[config.mk]
export PLATFORM = sky130hd
export DESIGN_NAME = demapper_rec
export DESIGN_NICKNAME = d
export VERILOG_FILES = /design/src/rtl/demapper_rec_pkg.sv /design/src/rtl/otn_byte_rx.sv /design/src/rtl/demapper_rec.sv
export SDC_FILE = /design/constraint.sdc
export NUM_CORES = 1
export LEC_CHECK = 0
export CELL_PAD_IN_SITES_DETAIL_PLACEMENT = 1
export CELL_PAD_IN_SITES_GLOBAL_PLACEMENT = 2
export CORE_UTILIZATION = 44
export DETAILED_ROUTE_END_ITERATION = 12
export PLACE_DENSITY_LB_ADDON = 0.2
export REMOVE_ABC_BUFFERS = 1
export SYNTH_ARGS = -nofsm -noshare
export SYNTH_HDL_FRONTEND = slang
export SYNTH_HIERARCHICAL = 1
export SYNTH_SLANG_ARGS = --single-unit
[constraint.sdc]
create_clock -name i_clk -period 2.25 [get_ports i_clk]
set_input_delay 0.5625 -clock i_clk [delete_from_list [all_inputs] [get_ports i_clk]]
set_output_delay 0.5625 -clock i_clk [all_outputs]
set_load 0.02 [all_outputs]
[src/rtl/demapper_rec_pkg.sv]
`default_nettype none
// ============================================================================
// Module   : demapper_rec_pkg
// Purpose  : Shared frame constants, receive FSM encoding and CRC-8 fold.
// Revision : 1.0
// ============================================================================
package demapper_rec_pkg;

    typedef enum logic [2:0] {
        ST_HUNT    = 3'd0,
        ST_FAS1    = 3'd1,
        ST_PAYLOAD = 3'd2,
        ST_CRC     = 3'd3,
        ST_RELEASE = 3'd4
    } rx_state_t;

    localparam logic [7:0] CRC8_POLY    = 8'h07;
    localparam logic [7:0] DEFAULT_FAS0 = 8'hF6;
    localparam logic [7:0] DEFAULT_FAS1 = 8'h28;

    // MSB-first, non-reflected: one whole byte folded in per call.
    function automatic logic [7:0] crc8_next(input logic [7:0] crc, input logic [7:0] data);
        logic [7:0] c;
        c = crc ^ data;
        for (int i = 0; i < 8; i++) begin
            c = c[7] ? ((c << 1) ^ CRC8_POLY) : (c << 1);
        end
        return c;
    endfunction

endpackage
`default_nettype wire

[src/rtl/otn_byte_rx.sv]
`default_nettype none
// ============================================================================
// Module   : otn_byte_rx
// Purpose  : 2-flop synchronizer plus 16x-oversampling 8N1 byte receiver.
// Revision : 1.0
// ============================================================================
module otn_byte_rx (
    input  logic       i_clk,
    input  logic       i_rst,
    input  logic       i_tick,
    input  logic       i_rx,
    output logic [7:0] o_byte,
    output logic       o_byte_valid
);

    logic [1:0] r_sync;
    logic       r_busy;
    logic       r_armed;
    logic [3:0] r_tick_cnt;
    logic [3:0] r_bit_cnt;
    logic [7:0] r_shift;
    logic [7:0] r_byte;
    logic       r_byte_valid;
    logic       w_rx;

    assign w_rx = r_sync[1];

    // A start is only taken after the line has been seen high, so a
    // low (broken) stop bit cannot re-trigger a half-bit-shifted byte.
    always_ff @(posedge i_clk) begin
        if (i_rst) begin
            r_sync       <= 2'b11;
            r_busy       <= 1'b0;
            r_armed      <= 1'b0;
            r_tick_cnt   <= 4'd0;
            r_bit_cnt    <= 4'd0;
            r_shift      <= 8'h00;
            r_byte       <= 8'h00;
            r_byte_valid <= 1'b0;
        end else begin
            r_sync       <= {r_sync[0], i_rx};
            r_byte_valid <= 1'b0;
            if (i_tick) begin
                if (!r_busy) begin
                    if (w_rx) begin
                        r_armed <= 1'b1;
                    end else if (r_armed) begin
                        r_busy     <= 1'b1;
                        r_tick_cnt <= 4'd1;
                        r_bit_cnt  <= 4'd0;
                    end
                end else begin
                    r_tick_cnt <= r_tick_cnt + 4'd1;
                    if (r_tick_cnt == 4'd8) begin
                        r_bit_cnt <= r_bit_cnt + 4'd1;
                        if (r_bit_cnt == 4'd0) begin
                            if (w_rx) begin
                                r_busy <= 1'b0;
                            end
                        end else if (r_bit_cnt == 4'd9) begin
                            r_busy  <= 1'b0;
                            r_armed <= w_rx;
                            if (w_rx) begin
                                r_byte       <= r_shift;
                                r_byte_valid <= 1'b1;
                            end
                        end else begin
                            r_shift <= {w_rx, r_shift[7:1]};
                        end
                    end
                end
            end
        end
    end

    assign o_byte       = r_byte;
    assign o_byte_valid = r_byte_valid;

endmodule
`default_nettype wire

[src/rtl/demapper_rec.sv]
`default_nettype none
// ============================================================================
// Module   : demapper_rec
// Purpose  : FAS lock, payload capture, CRC-8 check/ack and payload release.
// Revision : 1.0
// ============================================================================
module demapper_rec
    import demapper_rec_pkg::*;
#(
    parameter int         PAYLOAD_LEN = 16,
    parameter logic [7:0] FAS0        = DEFAULT_FAS0,
    parameter logic [7:0] FAS1        = DEFAULT_FAS1,
    parameter int         ACK_TICKS   = 32
) (
    input  logic       i_clk,
    input  logic       i_rst,
    input  logic       i_sclk_en_16_x_baud,
    input  logic       i_otn_rx_data,
    output logic       o_otn_tx_ack,
    input  logic       i_arq_en,
    output logic [7:0] o_pyld_data,
    output logic       o_pyld_data_valid,
    input  logic       i_pyld_data_ready,
    output logic [7:0] o_crc_val,
    output logic       o_crc_err,
    output logic [2:0] o_rx_state,
    output logic       o_overrun
);

    localparam int c_idx_w = (PAYLOAD_LEN > 1) ? $clog2(PAYLOAD_LEN) : 1;
    localparam int c_ack_w = $clog2(ACK_TICKS + 1);
    localparam logic [c_idx_w-1:0] c_last_idx = c_idx_w'(PAYLOAD_LEN - 1);

    logic [7:0]         w_byte;
    logic               w_byte_valid;
    rx_state_t          r_state;
    rx_state_t          w_next_state;
    logic [7:0]         r_buf [0:(1<<c_idx_w)-1];
    logic [c_idx_w-1:0] r_wr_idx;
    logic [c_idx_w-1:0] r_rd_idx;
    logic [7:0]         r_crc;
    logic [7:0]         r_crc_val;
    logic               r_crc_err;
    logic               r_overrun;
    logic               r_arq;
    logic [c_ack_w-1:0] r_ack_cnt;
    logic               w_pyld_valid;
    logic               w_xfer;
    logic               w_crc_match;

    otn_byte_rx u_byte_rx (
        .i_clk        (i_clk),
        .i_rst        (i_rst),
        .i_tick       (i_sclk_en_16_x_baud),
        .i_rx         (i_otn_rx_data),
        .o_byte       (w_byte),
        .o_byte_valid (w_byte_valid)
    );

    assign w_pyld_valid = (r_state == ST_RELEASE);
    assign w_xfer       = w_pyld_valid && i_pyld_data_ready;
    assign w_crc_match  = (w_byte == r_crc);

    always_ff @(posedge i_clk) begin
        if (i_rst) begin
            r_state <= ST_HUNT;
        end else begin
            r_state <= w_next_state;
        end
    end

    always_comb begin
        w_next_state = r_state;
        case (r_state)
            ST_HUNT: begin
                if (w_byte_valid && (w_byte == FAS0)) w_next_state = ST_FAS1;
            end
            ST_FAS1: begin
                if (w_byte_valid) begin
                    if (w_byte == FAS1)      w_next_state = ST_PAYLOAD;
                    else if (w_byte != FAS0) w_next_state = ST_HUNT;
                end
            end
            ST_PAYLOAD: begin
                if (w_byte_valid && (r_wr_idx == c_last_idx))
                    w_next_state = r_arq ? ST_CRC : ST_RELEASE;
            end
            ST_CRC: begin
                if (w_byte_valid) w_next_state = w_crc_match ? ST_RELEASE : ST_HUNT;
            end
            ST_RELEASE: begin
                if (w_xfer && (r_rd_idx == c_last_idx)) w_next_state = ST_HUNT;
            end
            default: w_next_state = ST_HUNT;
        endcase
    end

    // Payload storage is left unreset so it maps onto plain RAM.
    always_ff @(posedge i_clk) begin
        if (w_byte_valid && (r_state == ST_PAYLOAD)) begin
            r_buf[r_wr_idx] <= w_byte;
        end
    end

    always_ff @(posedge i_clk) begin
        if (i_rst) begin
            r_wr_idx  <= '0;
            r_rd_idx  <= '0;
            r_crc     <= 8'h00;
            r_crc_val <= 8'h00;
            r_crc_err <= 1'b0;
            r_overrun <= 1'b0;
            r_arq     <= 1'b0;
            r_ack_cnt <= '0;
        end else begin
            r_crc_err <= 1'b0;
            r_overrun <= 1'b0;
            if (i_sclk_en_16_x_baud && (r_ack_cnt != '0)) begin
                r_ack_cnt <= r_ack_cnt - 1'b1;
            end
            if (w_byte_valid) begin
                case (r_state)
                    ST_FAS1: begin
                        if (w_byte == FAS1) begin
                            r_wr_idx <= '0;
                            r_crc    <= 8'h00;
                            r_arq    <= i_arq_en;
                        end
                    end
                    ST_PAYLOAD: begin
                        r_wr_idx <= r_wr_idx + 1'b1;
                        r_crc    <= crc8_next(r_crc, w_byte);
                    end
                    ST_CRC: begin
                        r_crc_val <= r_crc;
                        if (w_crc_match) r_ack_cnt <= c_ack_w'(ACK_TICKS);
                        else             r_crc_err <= 1'b1;
                    end
                    ST_RELEASE: r_overrun <= 1'b1;
                    default: ;
                endcase
            end
            if (w_xfer) begin
                r_rd_idx <= (r_rd_idx == c_last_idx) ? '0 : (r_rd_idx + 1'b1);
            end
        end
    end

    assign o_otn_tx_ack      = (r_ack_cnt != '0);
    assign o_pyld_data_valid = w_pyld_valid;
    assign o_pyld_data       = w_pyld_valid ? r_buf[r_rd_idx] : 8'h00;
    assign o_crc_val         = r_crc_val;
    assign o_crc_err         = r_crc_err;
    assign o_rx_state        = r_state;
    assign o_overrun         = r_overrun;

endmodule
`default_nettype wire
# Yosys cells after proc, flatten, opt, wreduce, memory -nomap -nowiden
# Memory sizes are Yosys's and may differ from the RTL's. A register that Yosys moved wholly into a read port is not among the register bits.
# Index checks and enable logic that the tools add are counted.
[op_classes] add_sub_neg=5 n_eq_ne=23 mux=54 bitwise_logic=16 n_reduce_logical=24
[op_table] op="$mux W3" count=17
[op_table] op="$mux W4" count=11
[op_table] op="$mux W6" count=4
[op_table] op="$not A3 Y3" count=8
[op_table] op="$mux W1" count=17
[op_table] op="$add A4 B1 Y4 const B" count=4
[op_table] op="$eq A4 B4 Y1 const B" count=4
[op_table] op="$mux W8" count=2
[op_table] op="$pmux W8 S2" count=1
[op_table] op="$pmux W3 S5" count=1
[op_table] op="$ne A2 B2 Y1 const B" count=7
[op_table] op="$reduce_and A6 Y1" count=2
[op_table] op="$reduce_and A5 Y1" count=2
[op_table] op="$reduce_and A3 Y1" count=3
[op_table] op="$eq A8 B6 Y1 const B" count=1
[op_table] op="$eq A8 B8 Y1" count=1
[op_table] op="$eq A8 B8 Y1 const B" count=1
[op_table] op="$ne A8 B8 Y1 const B" count=1
[op_table] op="$pmux W4 S2" count=1
[op_table] op="$xor A8 B8 Y8" count=1
[op_table] op="$not A1 Y1" count=7
[op_table] op="$eq A3 B2 Y1 const B" count=2
[op_table] op="$logic_and A1 B1 Y1" count=6
[op_table] op="$ne A2 B1 Y1 const B" count=3
[op_table] op="13 further kinds" count=15
[word_totals] register_bits=65 ramBits=128 in_bits=6 out_inout_bits=23 word_cells=140 memories=1
[memory_table] memory="r_buf" depth=16 width=8 rd=1 rd_ports_with_merged_regs=1 write_ports=1 line_no="demapper_rec.sv:38" text="logic [7:0] r_buf [0:(1<<c_idx_w)-1];"

# Logic depth before layout (Yosys ltp)
[logic_depth] word_depth=18 ltp_mapped=7 depth_no_buf=7

# Cells and area by module
# Netlist, hierarchy kept.
[by_module_without_submodules] mod="demapper_rec" instances=1 cells_each=448 area_per_inst_um2=6985.4 seq_area_each_um2=4644.5
[by_module_without_submodules] mod="otn_byte_rx" instances=1 cells_each=134 area_per_inst_um2=1317.5 seq_area_each_um2=580.6

# Least setup slack after synthesis
# Ideal clock, no wire load.
[synth_timing] path_type="register to output" startpoint="register (tool-made name)" endpoint="output port o_pyld_data[1]" arrival_ns=1.594 required_time_ns=1.688 slack_ns=0.093 path_stages_with_launch=6 n_path_buf=2 path_cell_list="dfxtp_1 buf_2 buf_2 mux4_2 a22oi_1 a21oi_1"
[synth_lines] item="to (decl)" line_no="demapper_rec.sv:21" text="output logic [7:0] o_pyld_data,"

==> results.py <==
metrics = {
    "grt": {
        "grt_pass1_wl_um": 31200,
        "antenna_found_initial": 0,
        "grt_max_degree": 33,
        "grt_overflow": 0,
        "grt_pass1_vias": 5529,
        "grtUsageTotal_pct": 21.6,
    },
    "critical_path": {
        "arrival_ns": 2.04,
        "crit_family": "multiplexers",
        "crit_path_start_kind": "flip-flop",
        "worstPathCellList": "buf_12 -> mux4_2 -> a22oi_2 -> a21oi_2 -> buf_4",
        "rr_endpoint": "o_rx_state[2]$_SDFFE_PP0P_",
        "r2r_cells": 6,
        "cp_max_fo": 7,
        "endpoint_kind": "primary output",
        "slowest_stage": "mux4_2",
        "cp-endpoint": "o_pyld_data[5]",
        "max_stage_delay_ns": 0.51,
        "cp.buffers_inverters": 2,
        "worst-path-stages": 5,
        "cp.required_ns": 1.69,
        "worst-setup-path-type": "flip-flop to primary output",
        "reg2reg_from": "r_crc[7]$_SDFFE_PP0P_",
        "r2r_slack_ns": 0.26,
    },
    "floorplanning": {
        "boundaryPins": 29,
        "design.core.area_um2": 18200,
        "floorplan.initialDensity_pct": 45.6,
        "dieHeight_um": 139,
        "die-width_um": 139,
        "rows": 49,
        "dieArea_um2": 19400,
    },
    "layout": {
        "stdcell_count": 896,
        "layout.nets": 675,
        "area_growth_pct": 19.3,
        "antennaDiodeCount": 0,
        "design_area_um2": 9900,
        "drive_gt1_share_pct": 25.3,
    },
    "place": {
        "dpl_cell_area_um2": 9170,
        "dp_hpwl_um": 13300,
        "gp_congestion": 0.753,
        "place_inst": 861,
        "pre_cts_ws_ns": -0.390,
        "io_buffers": 28,
    },
    "synthesis": {
        "ys.flop_type": "edfxtp_1",
        "syn-cell-area_um2": 8300,
        "yosysWarnings": 6,
        "ys_seq_area_share_pct": 62.9,
        "syn_inst": 582,
        "ys_ff_latch": 197,
        "synth_edf_count": 128,
        "async_reset_ff_share_pct": 0,
        "synth_cell_type_count": 70,
        "syn_area_per_cell_um2": 14.3,
    },
    "sta": {
        "hold_viol": 0,
        "layout_setup_ws_ns": -0.357,
        "fmax_ghz": 0.384,
        "fin_skew_ns": 0.0159,
        "max-slew-margin-rel_pct": 67.1,
        "whs_ns": 0.423,
        "drv_slew": 0,
        "worst_pin_slew_ns": 0.493,
        "finalCritPeriodShare_pct": 116,
        "setup_viol": 8,
        "rsz0062_at_grt": "true",
        "period_minus_slack_ns": 2.61,
    },
    "power": {
        "finalPower_uw": 7510,
        "leakage_uw": 0.00309,
        "ir_drop_v": 0.000580,
        "p_per_area_nw_per_um2": 759,
    },
    "run_status": {
        "status": "complete, but fails checks",
        "failed_checks": "negative setup slack",
    },
    "cts": {
        "clockBufferDepth": 2,
        "cts_tree": "yes",
        "hold_buffers": 0,
        "root_buffer": "clkbuf_16",
        "worstSkewPairLatency_ns": 0.44,
        "clk_pin_slew_ns": 0.07,
        "cts_buffers": 17,
        "clock_sinks": 197,
        "cts-htree-levels": 4,
    },
    "min_path": {
        "hold_path.class": "flip-flop to flip-flop",
    },
    "routing": {
        "antenna_left": 0,
        "drt_iter0_markers": 298,
        "route.detailed.drc": 0,
        "wl_per_cell_um": 22.4,
        "avgViaCountPerCell": 5.71,
        "num_vias": 5115,
        "routed_wl_um": 20100,
        "drt_first_pass_iters": 6,
    },
    "run": {
        "cap_violations": 0,
    },
}
## placed cells by master, fill, tap and decap left out, drive strengths merged, types with 6 or more instances in the layout
| cell type | count |
|---|---|
| nand2 | 40 |
| buf | 61 |
| a22oi | 17 |
| mux2i | 23 |
| nor2 | 53 |
| mux4 | 32 |
| ha | 15 |
| dfxtp | 69 |
| o21ai | 6 |
| edfxtp | 128 |
| nand3 | 11 |
| inv | 20 |
| clkdlybuf4s50 | 15 |
| a21oi | 31 |
| clkbuf | 18 |
| xnor2 | 15 |
| xor2 | 9 |
| nor3 | 15 |
## report_power, final
part,internal (uW),leakage [uW],switching [uW]
registers,3850,0.00144,46.3
logic,245,0.00135,244
clock network,1620,0.000301,1510
total,5710,0.00309,1800
## layer usage
| layer | global-route usage, % | part of all wire [%] | vias to the layer above |
|---|---|---|---|
| met5 | 0 | 0 | - |
| met4 | 7.25 | 1.9 | 0 |
| met3 | 4.51 | 3.2 | 21 |
| met2 | 37.3 | 51 | 105 |
| met1 | 27.0 | 44 | 2625 |
| li1 | - | - | 2364 |
## stage by stage
| stage | setup TNS (ns) | utilization [%] |
|---|---|---|
| 3_3_place_gp | -2.49 | 50.4 |
| 3_5_place_dp | -2.75 | 50.4 |
| 4_1_cts | -2.96 | 54.2 |
| 5_1_grt | -3.14 | 54.4 |
| 6_report | -2.57 | 54.4 |
| 2_1_floorplan | -6.03 | - |
## flip-flops by register name, summed over array words and instances, names as in the netlist, 2 cells and up, named ones only
name	flops
u_byte_rx/r_sync	2
o_crc_val	8
u_byte_rx/r_tick_cnt	4
r_ack_cnt	6
u_byte_rx/o_byte	8
r_buf	128
u_byte_rx/r_shift	8
r_rd_idx	4
u_byte_rx/r_bit_cnt	4
o_rx_state	3
r_wr_idx	4
r_crc	8
## how the worst min path moves through the flow
stage	from	to	cells after the start
final	u_byte_rx/r_sync[0]$_SDFF_PP1_	u_byte_rx/r_sync[1]$_SDFF_PP1_	1
after global routing	u_byte_rx/r_sync[0]$_SDFF_PP1_	u_byte_rx/r_sync[1]$_SDFF_PP1_	1
after CTS	u_byte_rx/r_sync[0]$_SDFF_PP1_	u_byte_rx/r_sync[1]$_SDFF_PP1_	1
after detailed placement	u_byte_rx/r_sync[0]$_SDFF_PP1_	u_byte_rx/r_sync[1]$_SDFF_PP1_	1
after global placement	u_byte_rx/r_sync[0]$_SDFF_PP1_	u_byte_rx/r_sync[1]$_SDFF_PP1_	1
after floorplan	u_byte_rx/r_sync[0]$_SDFF_PP1_	u_byte_rx/r_sync[1]$_SDFF_PP1_	1
## layout make-up
class | count | area (um2)
multi-input cells | 348 | 2990
fillers | 1735 | 8310
clock inverters | 15 | 196
clock buffers | 17 | 425
flip-flops and latches | 197 | 5230
well taps | 229 | 287
repair buffers | 79 | 729
inverters | 11 | 41.3
## what timing repair did
item                                    4_1_cts  5_1_grt
setup buffers                                 1        2
gates resized for setup                      57       17
cloned                                        1        0
pin swaps                                     7        6
endpoints found under the setup margin       11       11
## synthesized netlist by cell type (all sizes together), types with 3 or more instances
cell type	n	share of area [%]
o21ai	6	0.41
or2	3	0.23
clkbuf	10	0.45
nor2b	5	0.38
ha	15	2.3
mux4	32	8.7
a22o	5	0.53
nor2	53	2.5
nand4	4	0.30
or4	3	0.27
and4bb	3	0.45
inv	11	0.50
a22oi	17	1.5
edfxtp	128	46
xnor2	15	1.7
nand2	40	1.9
mux2i	23	2.8
a211oi	3	0.33
dfxtp	69	17
or3	4	0.30
xor2	9	0.95
a21oi	31	1.9
buf	16	1.1
nand2b	4	0.30
nor3b	4	0.36
nand4bb	3	0.41
nor3	15	1.1
nand4b	4	0.42
nand3	11	0.66
## cell families after synthesis
family / count (synthesis) / share of synthesized area (%)
XOR/XNOR: 27 / 3.45
buffers and inverters: 37 / 2.08
AND/OR/NAND/NOR: 171 / 11.1
adder cells (fa/ha/maj): 15 / 2.26
multiplexers: 56 / 11.6
AO/OA/AOI/OAI: 79 / 6.57
flip-flops: 197 / 62.9
(Power assumes the default switching activity.)
